===== src/rtl/cache_req_initiator.sv =====
// cache_req_initiator: turns host commands into single-cycle tiny-cache requests,
// captures the registered hit/rdata after RESP_LAT cycles and keeps hit/miss stats.
module cache_req_initiator #(
   parameter int AW       = 2,
   parameter int DW       = 2,
   parameter int RESP_LAT = 1,
   parameter int CW       = 8
) (
   input  logic          clk,
   input  logic          rst_n,
   input  logic          ena,
   input  logic          cmd_valid,
   output logic          cmd_ready,
   input  logic          cmd_rw,
   input  logic [AW-1:0] cmd_addr,
   input  logic [DW-1:0] cmd_wdata,
   output logic          rsp_valid,
   input  logic          rsp_ready,
   output logic          rsp_rw,
   output logic          rsp_hit,
   output logic [DW-1:0] rsp_rdata,
   output logic          req_valid,
   output logic          req_rw,
   output logic [AW-1:0] req_addr,
   output logic [DW-1:0] req_wdata,
   input  logic          cache_hit,
   input  logic [DW-1:0] cache_rdata,
   input  logic          clr_stats,
   output logic [CW-1:0] hit_cnt,
   output logic [CW-1:0] miss_cnt,
   output logic          busy
);
   localparam int LW = RESP_LAT > 1 ? $clog2(RESP_LAT) : 1;
   typedef enum logic [1:0] {IDLE, ISSUE, WAIT, RESP} state_e;
   state_e          state_q;
   logic            rw_q;
   logic [AW-1:0]   addr_q;
   logic [DW-1:0]   wdata_q;
   logic [LW-1:0]   cnt_q;
   logic            rsp_valid_q, rsp_rw_q, rsp_hit_q, busy_q;
   logic [DW-1:0]   rsp_rdata_q;
   logic [CW-1:0]   hit_q, miss_q;
   logic            issue, capture;
   assign issue   = state_q == ISSUE;
   assign capture = ena && state_q == WAIT && cnt_q == '0;
   // rst_n gates cmd_ready so every output reads 0 while reset is held
   assign cmd_ready = rst_n && ena && state_q == IDLE;
   assign req_valid = ena && issue;
   assign req_rw    = issue && rw_q;
   assign req_addr  = issue ? addr_q : '0;
   assign req_wdata = issue ? wdata_q : '0;
   assign rsp_valid = rsp_valid_q;
   assign rsp_rw    = rsp_rw_q;
   assign rsp_hit   = rsp_hit_q;
   assign rsp_rdata = rsp_rdata_q;
   assign busy      = busy_q;
   assign hit_cnt   = hit_q;
   assign miss_cnt  = miss_q;
   always_ff @(posedge clk or negedge rst_n) begin
      if (!rst_n) begin
         state_q     <= IDLE;
         rw_q        <= 1'b0;
         addr_q      <= '0;
         wdata_q     <= '0;
         cnt_q       <= '0;
         rsp_valid_q <= 1'b0;
         rsp_rw_q    <= 1'b0;
         rsp_hit_q   <= 1'b0;
         rsp_rdata_q <= '0;
         busy_q      <= 1'b0;
      end else if (ena) begin
         case (state_q)
            IDLE: if (cmd_valid) begin
               rw_q    <= cmd_rw;
               addr_q  <= cmd_addr;
               wdata_q <= cmd_wdata;
               busy_q  <= 1'b1;
               state_q <= ISSUE;
            end
            ISSUE: begin
               cnt_q   <= LW'(RESP_LAT - 1);
               state_q <= WAIT;
            end
            WAIT: if (cnt_q == '0) begin
               rsp_hit_q   <= cache_hit;
               rsp_rdata_q <= rw_q ? '0 : cache_rdata;
               rsp_rw_q    <= rw_q;
               rsp_valid_q <= 1'b1;
               state_q     <= RESP;
            end else begin
               cnt_q <= cnt_q - 1'b1;
            end
            RESP: if (rsp_ready) begin
               rsp_valid_q <= 1'b0;
               busy_q      <= 1'b0;
               state_q     <= IDLE;
            end
            default: state_q <= IDLE;
         endcase
      end
   end
   // clear works independently of ena and beats a same-edge increment
   always_ff @(posedge clk or negedge rst_n) begin
      if (!rst_n) begin
         hit_q  <= '0;
         miss_q <= '0;
      end else if (clr_stats) begin
         hit_q  <= '0;
         miss_q <= '0;
      end else if (capture) begin
         if (cache_hit && hit_q != '1) hit_q <= hit_q + 1'b1;
         if (!cache_hit && miss_q != '1) miss_q <= miss_q + 1'b1;
      end
   end
endmodule


===== config.mk =====
export PLATFORM = sky130hd
export DESIGN_NAME = cache_req_initiator
export DESIGN_NICKNAME = d
export VERILOG_FILES = /design/src/rtl/cache_req_initiator.sv
export SDC_FILE = /design/constraint.sdc
export NUM_CORES = 1
export LEC_CHECK = 0
export CAP_MARGIN = 20
export CORE_MARGIN = 1
export CORE_UTILIZATION = 40
export DETAILED_ROUTE_END_ITERATION = 10
export GPL_ROUTABILITY_DRIVEN = 0
export GPL_TIMING_DRIVEN = 0
export PLACE_DENSITY = 0.69
export SETUP_SLACK_MARGIN = 0.1
export SLEW_MARGIN = 20
export SYNTH_ARGS = -nofsm -noshare
export SYNTH_HDL_FRONTEND = slang
export SYNTH_SLANG_ARGS = --single-unit

===== constraint.sdc =====
create_clock -name clk -period 1.8 [get_ports clk]
set_input_delay 0.45 -clock clk [delete_from_list [all_inputs] [get_ports clk]]
set_output_delay 0.45 -clock clk [all_outputs]
set_load 0.02 [all_outputs]

* After elaboration in Yosys (flattened, before gate mapping)
Index checks and enable logic that the tools add are counted.
Storage, ports and cells: input bits 14, output and inout port bits 29, bits in registers 30, word-level logic and storage cells 68
Cells by class: reductions and logical operators 24, mux-type cells 20, bitwise logic cells 1, equality and inequality tests 8, add/subtract/negate cells 3
Operators with widths (number):
- 8-bit 2-to-1 mux | 6
- 8-bit by 1-bit adder with 8-bit output, second input constant | 2
- 8-bit inequality test, second input constant | 2
- 2-bit 2-to-1 mux | 6
- 4-bit AND reduction | 3
- 2-bit nonzero test | 6
- 1-bit logical AND | 8
- 2-bit one-hot mux with 4 select lines | 1
- 2-bit inequality test, second input constant | 3
- 1-bit one-hot mux with 2 select lines | 3
- 2-bit AND reduction | 3
- 3-bit AND reduction | 2
- 2-bit == test, second input constant | 2
- 1-bit 2-to-1 mux | 4
- 2-bit by 1-bit == test with 1-bit output, second input constant | 1
- 2-bit zero test | 1
- 1-bit zero test | 1
- 1-bit inverter | 1
- 1-bit subtractor, second input constant | 1

* Depth between registers and ports, before layout
depth in word-level cells 5, mapped depth 7, depth with buffers taken out 5

* Least setup slack after synthesis
Ideal clock, no wire load.
kind reg2reg, start register miss_q[0] (netlist: miss_cnt[0]), end register miss_q[0] (netlist: miss_cnt[0]), arrival 1577 ps, slack 95 ps, buffers on the path 0, data required time 1672 ps, period minus slack after synthesis 1705 ps, stages on the path, launching flop included 5, setup time 128 ps, cells stage by stage dfrtp_1 -> ha_1 -> and4_4 -> a311oi_2 -> mux2_1
On the way: longest elaborated chain between the ends 4, elaborated cells on any way between the ends 8, those cells by class 1 x add/sub; 1 x eq/ne; 3 x mux; 3 x reduce/logical
RTL lines:
- start, declared | line 42 | logic [CW-1:0] hit_q, miss_q;
- start signal, assigned | line 112 | if (!cache_hit && miss_q != '1) miss_q <= miss_q + 1'b1;
- 8-bit by 1-bit adder with 8-bit output or 8-bit inequality test (tied branches) | line 112
- 8-bit 2-to-1 mux or 1-bit logical AND (tied branches) | line 112
- 8-bit 2-to-1 mux or 2-bit nonzero test (tied branches)
- 8-bit 2-to-1 mux or 2-bit AND reduction (tied branches)
Several ways; a longest one is shown, not always the timed one. The select of a mux whose other input is x is not followed. A chain may end at the register's enable or synchronous reset.

* Worst setup path after layout
start register state_q[0], end output req_addr[0]
On the way: longest elaborated chain between the ends 2
RTL lines:
- start, declared | line 35 | state_e state_q;
- start signal, assigned | line 61 | state_q <= IDLE;
- start signal, assigned | line 78 | state_q <= ISSUE;
- start signal, assigned | line 82 | state_q <= WAIT;
- 2-bit by 1-bit == test with 1-bit output | line 44 | assign issue = state_q == ISSUE;
- 2-bit 2-to-1 mux | line 50 | assign req_addr = issue ? addr_q : '0;
- end, declared | line 24 | output logic [AW-1:0] req_addr,
No other way between the ends.

==> results.json <==
{
  "busiest_layer": "met2",
  "final_core_util_pct": 59.1,
  "power.leakage_nw": 1.16,
  "num_vias": 1506,
  "ys_top_cells_by_area": "dfrtp_1 (43%), mux2_2 (5.4%), ha_1 (4.5%), nand2_1 (3.6%), and2_1 (3.0%)",
  "synth_top_area_share_pct": 43.5,
  "cts_max_level": 2,
  "synth-edff-count": 0,
  "dp_hpwl_um": 2930,
  "final.period_utilization_pct": 93.9,
  "grt-ovfl-total": 0,
  "drt-vias-per-instance": 5.64,
  "reg2regPathDepth": 6,
  "grt_max_degree": 31,
  "routed_wl_um": 4230,
  "setup_slack_ns": 0.109,
  "p_per_area_mw_per_mm2": 1090,
  "slew_viol_final": 0,
  "die_width_um": 66.6,
  "yosysUniqueCellTypes": 37,
  "grt_pass1_wl_um": 6870,
  "initial_core_util_pct": 41.7,
  "endpoint_kind": "output pin",
  "preCtsSetupSlack_ns": -0.622,
  "clk_pin_slew_ns": 0.06,
  "tightestPinTransition_ns": 0.381,
  "layoutNonFillerInstCount": 267,
  "path_class": "reg -> out",
  "register_area_um2": 728,
  "root_buffer": "clkbuf_8",
  "irDropWorstVdd_uv": 572,
  "syn_inst": 164,
  "gr-usage-met2_pct": 34.1,
  "final_common_cell": "dfrtp_1",
  "ys_seq_area_share_pct": 43.5,
  "rsz0062_at_grt": "yes",
  "drcViolationCount": 0,
  "numCtsBuffers": 5,
  "yosys_warnings": 0,
  "met1_usage_pct": 25.7,
  "worstPathArrival_ns": 1.24,
  "num-nets-final": 236,
  "slew_headroom_pct": 73.9,
  "critical_path_required_ns": 1.35,
  "grtUsageMet3_pct": 5.14,
  "dp_cells": 255,
  "core_area_mm2": 0.00400,
  "synth-main-ff-cell": "dfrtp_1",
  "ant_nets": 0,
  "numPortBuffers": 41,
  "async_flop_share_pct": 100,
  "cp-start-kind": "flop",
  "layout_common_cells": "dfrtp_1 (27), dlygate4sd2_1 (17), nand2_1 (16), clkdlybuf4s50_1 (10), buf_6 (9)",
  "drt_iter0_markers": 81,
  "fillers": 345,
  "multi_input_area_um2": 967,
  "postLayoutCellArea_mm2": 0.00236,
  "hold_viol": 0,
  "syn_avg_cell_area_um2": 10.2,
  "synth-seq-cells": 29,
  "area_growth_syn_to_layout_pct": 41.6,
  "hp-class": "in -> async",
  "status": "finished, final reports clean",
  "io_pins": 43,
  "cts_tree": "done",
  "rows": 23,
  "synth_area_leader_cell": "dfrtp_1",
  "dieArea_mm2": 0.00443,
  "syn-num-nets": 184,
  "skew_ns": 0.00611,
  "worstSkewPairLatency_ns": 0.28,
  "grt_pass1_vias": 1485,
  "die_h_um": 66.6,
  "setup-violations-final": 0,
  "antenna_found_initial": 0,
  "max_freq_mhz": 591,
  "finalCriticalPeriod_ns": 1.69,
  "cap_violations": 0,
  "post_drt_wl_per_cell_um": 15.8,
  "globalRouteTotalUtil_pct": 20.6,
  "numClockSinks": 29,
  "syn_area_mm2": 0.00167,
  "worstPathMaxFanout": 6,
  "drive_above_1_share_pct": 26.7,
  "antenna_cells": 0,
  "drt_pass1_iterations": 4,
  "placed_area_mm2": 0.00214,
  "cts_max_path_buffers": 2
}
==> synthesized netlist by cell type, types with 2 or more instances <==
library cell and n:
dfrtp_1 29, nand2_1 16, and2_1 8, mux2_2 8
nor2_1 8, and3_1 7, nand2b_1 7, nor2b_1 7
ha_1 6, nand3_1 6, a211oi_1 5, a31oi_1 5
a41oi_1 5, inv_1 5, nor3_1 5, buf_2 4
nor4_1 4, a311oi_1 3, mux2i_1 3, nand3b_1 3
a21oi_1 2, a311oi_2 2, clkbuf_1 2
==> power by group <==
group / internal [mW] / switching [mW]
logic: 0.557 / 0.533
registers: 0.798 / 0.0989
clock network: 0.345 / 0.246
total: 1.70 / 0.878
==> state kept, by name, summed over array words and instances (netlist names) <==
register,count
rw_q,1
rsp_hit,1
addr_q,2
wdata_q,2
rsp_rdata,2
rsp_valid,1
rsp_rw,1
miss_cnt,8
hit_cnt,8
busy,1
state_q,2
==> what timing repair did <==
item	in CTS	in global routing
gates resized for setup	70	21
buffers inserted	3	1
hold buffers	0	0
setup endpoints to repair	32	21
pin swaps	2	1
cloned	0	0
==> worst paths after layout <==
| path | startpoint | endpoint | slack, ns |
|---|---|---|---|
| worst max-delay path | state_q[0] | req_addr[0] | 0.11 |
| worst min-delay path | rst_n | miss_cnt[0] | 0.09 |
| worst max register to register | state_q[0] | miss_cnt[7] | 0.14 |
| worst min register to register | rsp_rdata[0] | rsp_rdata[0] | 0.47 |
| max in group asynchronous | rst_n | miss_cnt[3] | 1.42 |
| min in group clk | rsp_rdata[0] | rsp_rdata[0] | 0.47 |
==> logic make-up (layout without fill, tap and decap cells) <==
kind of cell	after synthesis	in the layout	share of synthesized area [%]
and+or+nand+nor	78	78	27.2
DFF	29	29	43.5
AOI/OAI and AO/OA	26	26	12.6
muxes	13	13	8.77
buffers and inverters	12	65	3.45
adders and majority gates	6	6	4.50
==> layout make-up <==
cell class                 instances  share of cell area [%]
buffer                             7                    1.96
clock buffer                       7                    4.08
clock inverter                     1                   0.212
inverter                           5                   0.794
multi-input combinational        123                    40.9
sequential                        29                    30.8
tap                               50                    2.65
timing repair buffer              45                    18.6
==> per-stage QoR <==
stage / hold WS (ns) / power, mW / setup TNS [ns]
finish: 0.0881 / 2.58 / 0
global placement: 0.450 / 1.78 / -12.85
global route: 0.111 / 2.73 / 0
floorplan: 0.154 / 1.44 / 0
CTS: 0.101 / 2.50 / 0
detailed placement: 0.476 / 1.81 / -5.67
==> worst max-delay path, stage by stage (launching register included) <==
cell and delay, ns:
dfrtp_1 0.40, buf_6 0.13, ha_4 0.17, and2_4 0.14
buf_6 0.12
==> layer usage <==
| layer | vias up | share of wire (%) |
|---|---|---|
| li1 | 707 | - |
| met1 | 743 | 42 |
| met2 | 52 | 51 |
| met3 | 4 | 6.0 |
| met4 | 0 | 0.76 |
| met5 | - | 0 |
Power figures use the tool's default switching activity.
==> variant (same flow settings) <==
Make the reset (`rst_n`) synchronous in 2 clocked blocks.
--- a/src/rtl/cache_req_initiator.sv
+++ b/src/rtl/cache_req_initiator.sv
@@ -58,3 +58,3 @@
    assign miss_cnt  = miss_q;
-   always_ff @(posedge clk or negedge rst_n) begin
+   always_ff @(posedge clk) begin
       if (!rst_n) begin
@@ -102,3 +102,3 @@
    // clear works independently of ena and beats a same-edge increment
-   always_ff @(posedge clk or negedge rst_n) begin
+   always_ff @(posedge clk) begin
       if (!rst_n) begin
Function: differs if rst_n is asserted again (counterexample within 4 cycles, from zero or initial values and one cycle with rst_n low); with rst_n held inactive, the same outputs for 10 cycles.
==> variant against the original RTL <==
Sequential cell count unchanged; sequential share of layout area fell by 1.1 points; worst setup slack improved by 43 ps; area after synthesis fell by 15%; core utilization fell by 0.42 points; wire length down 22%; fmax grew 2.6%; design area down 17%; critical path type unchanged; largest cell class unchanged.
Power is not compared: it rests on default switching activity, and its combinational part moved more than twofold at a synthesized area within 25%.
==> variant: results (changes against the original RTL) <==
Filler cells=352 (+2.0%); min-delay worst type=reg -> reg; first-pass GRT wire length=5190 um (-25%); sequential share of the synthesized area=0.411 (-0.0234); vias post-DR=1,328 (-12%); PortBufs=42 (+2.4%); top post-synthesis cells by count=29 x dfxtp_1, 21 x nor2_1, 11 x mux2i_1; CP max stage cell=dfxtp_4; Synth async-reset ratio=0 (-1.00); WL met1=1430 um (-20%); met3 wire length=119 um (-53%); largest net degree at the start of global routing=11 (-65%); syn_nets=177 (-3.8%); DR WL met2=1730 um (-20%); Post-Place Cells=245 (-3.9%); Nets=230 (-2.5%); CTS Root Buffer Type=clkbuf_4; drt total wl=3320 um (-22%); Post-DP HPWL=2450 um (-16%); gr ovfl total=0 (unchanged); main flop type after synthesis=dfxtp_1; vias in the first global route=1,233 (-17%); status=finished, final reports clean; Worst Tran Pin Value=431 ps (+49.6 ps); clk_lat worst skew=320 ps (+40 ps); share of cells above drive strength 1=0.175 (-0.0919); DR top layer=met4; Worst Path Arrival=1200 ps (-40 ps); pre-CTS setup slack=-533 ps (+89.9 ps); Synth cell types=38 (+2.7%); Clock transition at path regs=80 ps (+20 ps); Total GRT Usage=0.190 (-0.0156); First DRT Iteration DRCs=51 (-37%)
## variant: cell types whose count changed in the layout (fill, tap and decap cells not counted), moves of 7 or more
cell      delta
dfxtp_1     +27
nand2_1      -9
mux2i_1      +8
mux2_2       -8
clkbuf_8     -7
nor2_1      +13
nor2b_1      -7
dfrtp_1     -27
## variant: timing repair
action / in CTS / in global routing
setup buffers: 3 / 1
endpoints found under the setup margin: 32 / 18
resized for setup: 56 / 17
pin swaps: 0 / 1
## variant: path summary, 6_finish.rpt
check              from          to  slack, ps  cells past startpoint
max reg2reg  state_q[1]  hit_cnt[3]        190                      7
max          state_q[0]   cmd_ready        150                      4
min reg2reg      rsp_rw      rsp_rw        460                      2
min              rsp_rw      rsp_rw        460                      2
## variant: through the flow
step	setup TNS, ps	hold slack (ps)	cell area (sq um)
floorplan	0	455	1410
global placement	-3380	461	1890
detailed placement	-4120	459	1890
CTS	0	469	1910
global route	0	485	1970
finish	0	463	1970
## variant: layout make-up
class,instances,area [sq um],share of cell area
Timing Repair Buffer,46,395,0.200
Buffer,6,40.0,0.0203
Inverter,7,28.8,0.0146
Clock inverter,2,10.0,0.00507
Clock buffer,6,41.3,0.0209
Tap cell,46,57.6,0.0292
Multi-Input combinational cell,115,815,0.413
Sequential cell,29,586,0.297
## variant: worst min-delay path: stages (launching register included)
cell     delay (ps)
dfxtp_1         320
nand2_1          50
a21oi_1          50
## variant: kinds of logic after synthesis
family / count (synthesis) / synth area share
buf+inv: 13 / 0.0434
mux: 11 / 0.0780
fa+ha+maj: 6 / 0.0532
compound gates: 25 / 0.120
simple gates: 68 / 0.263
flops: 29 / 0.411
xor+xnor: 5 / 0.0310
## variant: report_power, final
group | switching, mW | internal, mW
logic | 0.0824 | 0.0871
clock network | 0.219 | 0.149
registers | 0.0128 | 0.656
total | 0.314 | 0.892
## variant: per-layer routing
| layer | up-vias | GRT usage |
|---|---|---|
| met5 | - | 0 |
| met4 | 0 | 0.0984 |
| met3 | 5 | 0.0462 |
| met2 | 36 | 0.352 |
| met1 | 622 | 0.198 |
| li1 | 665 | - |
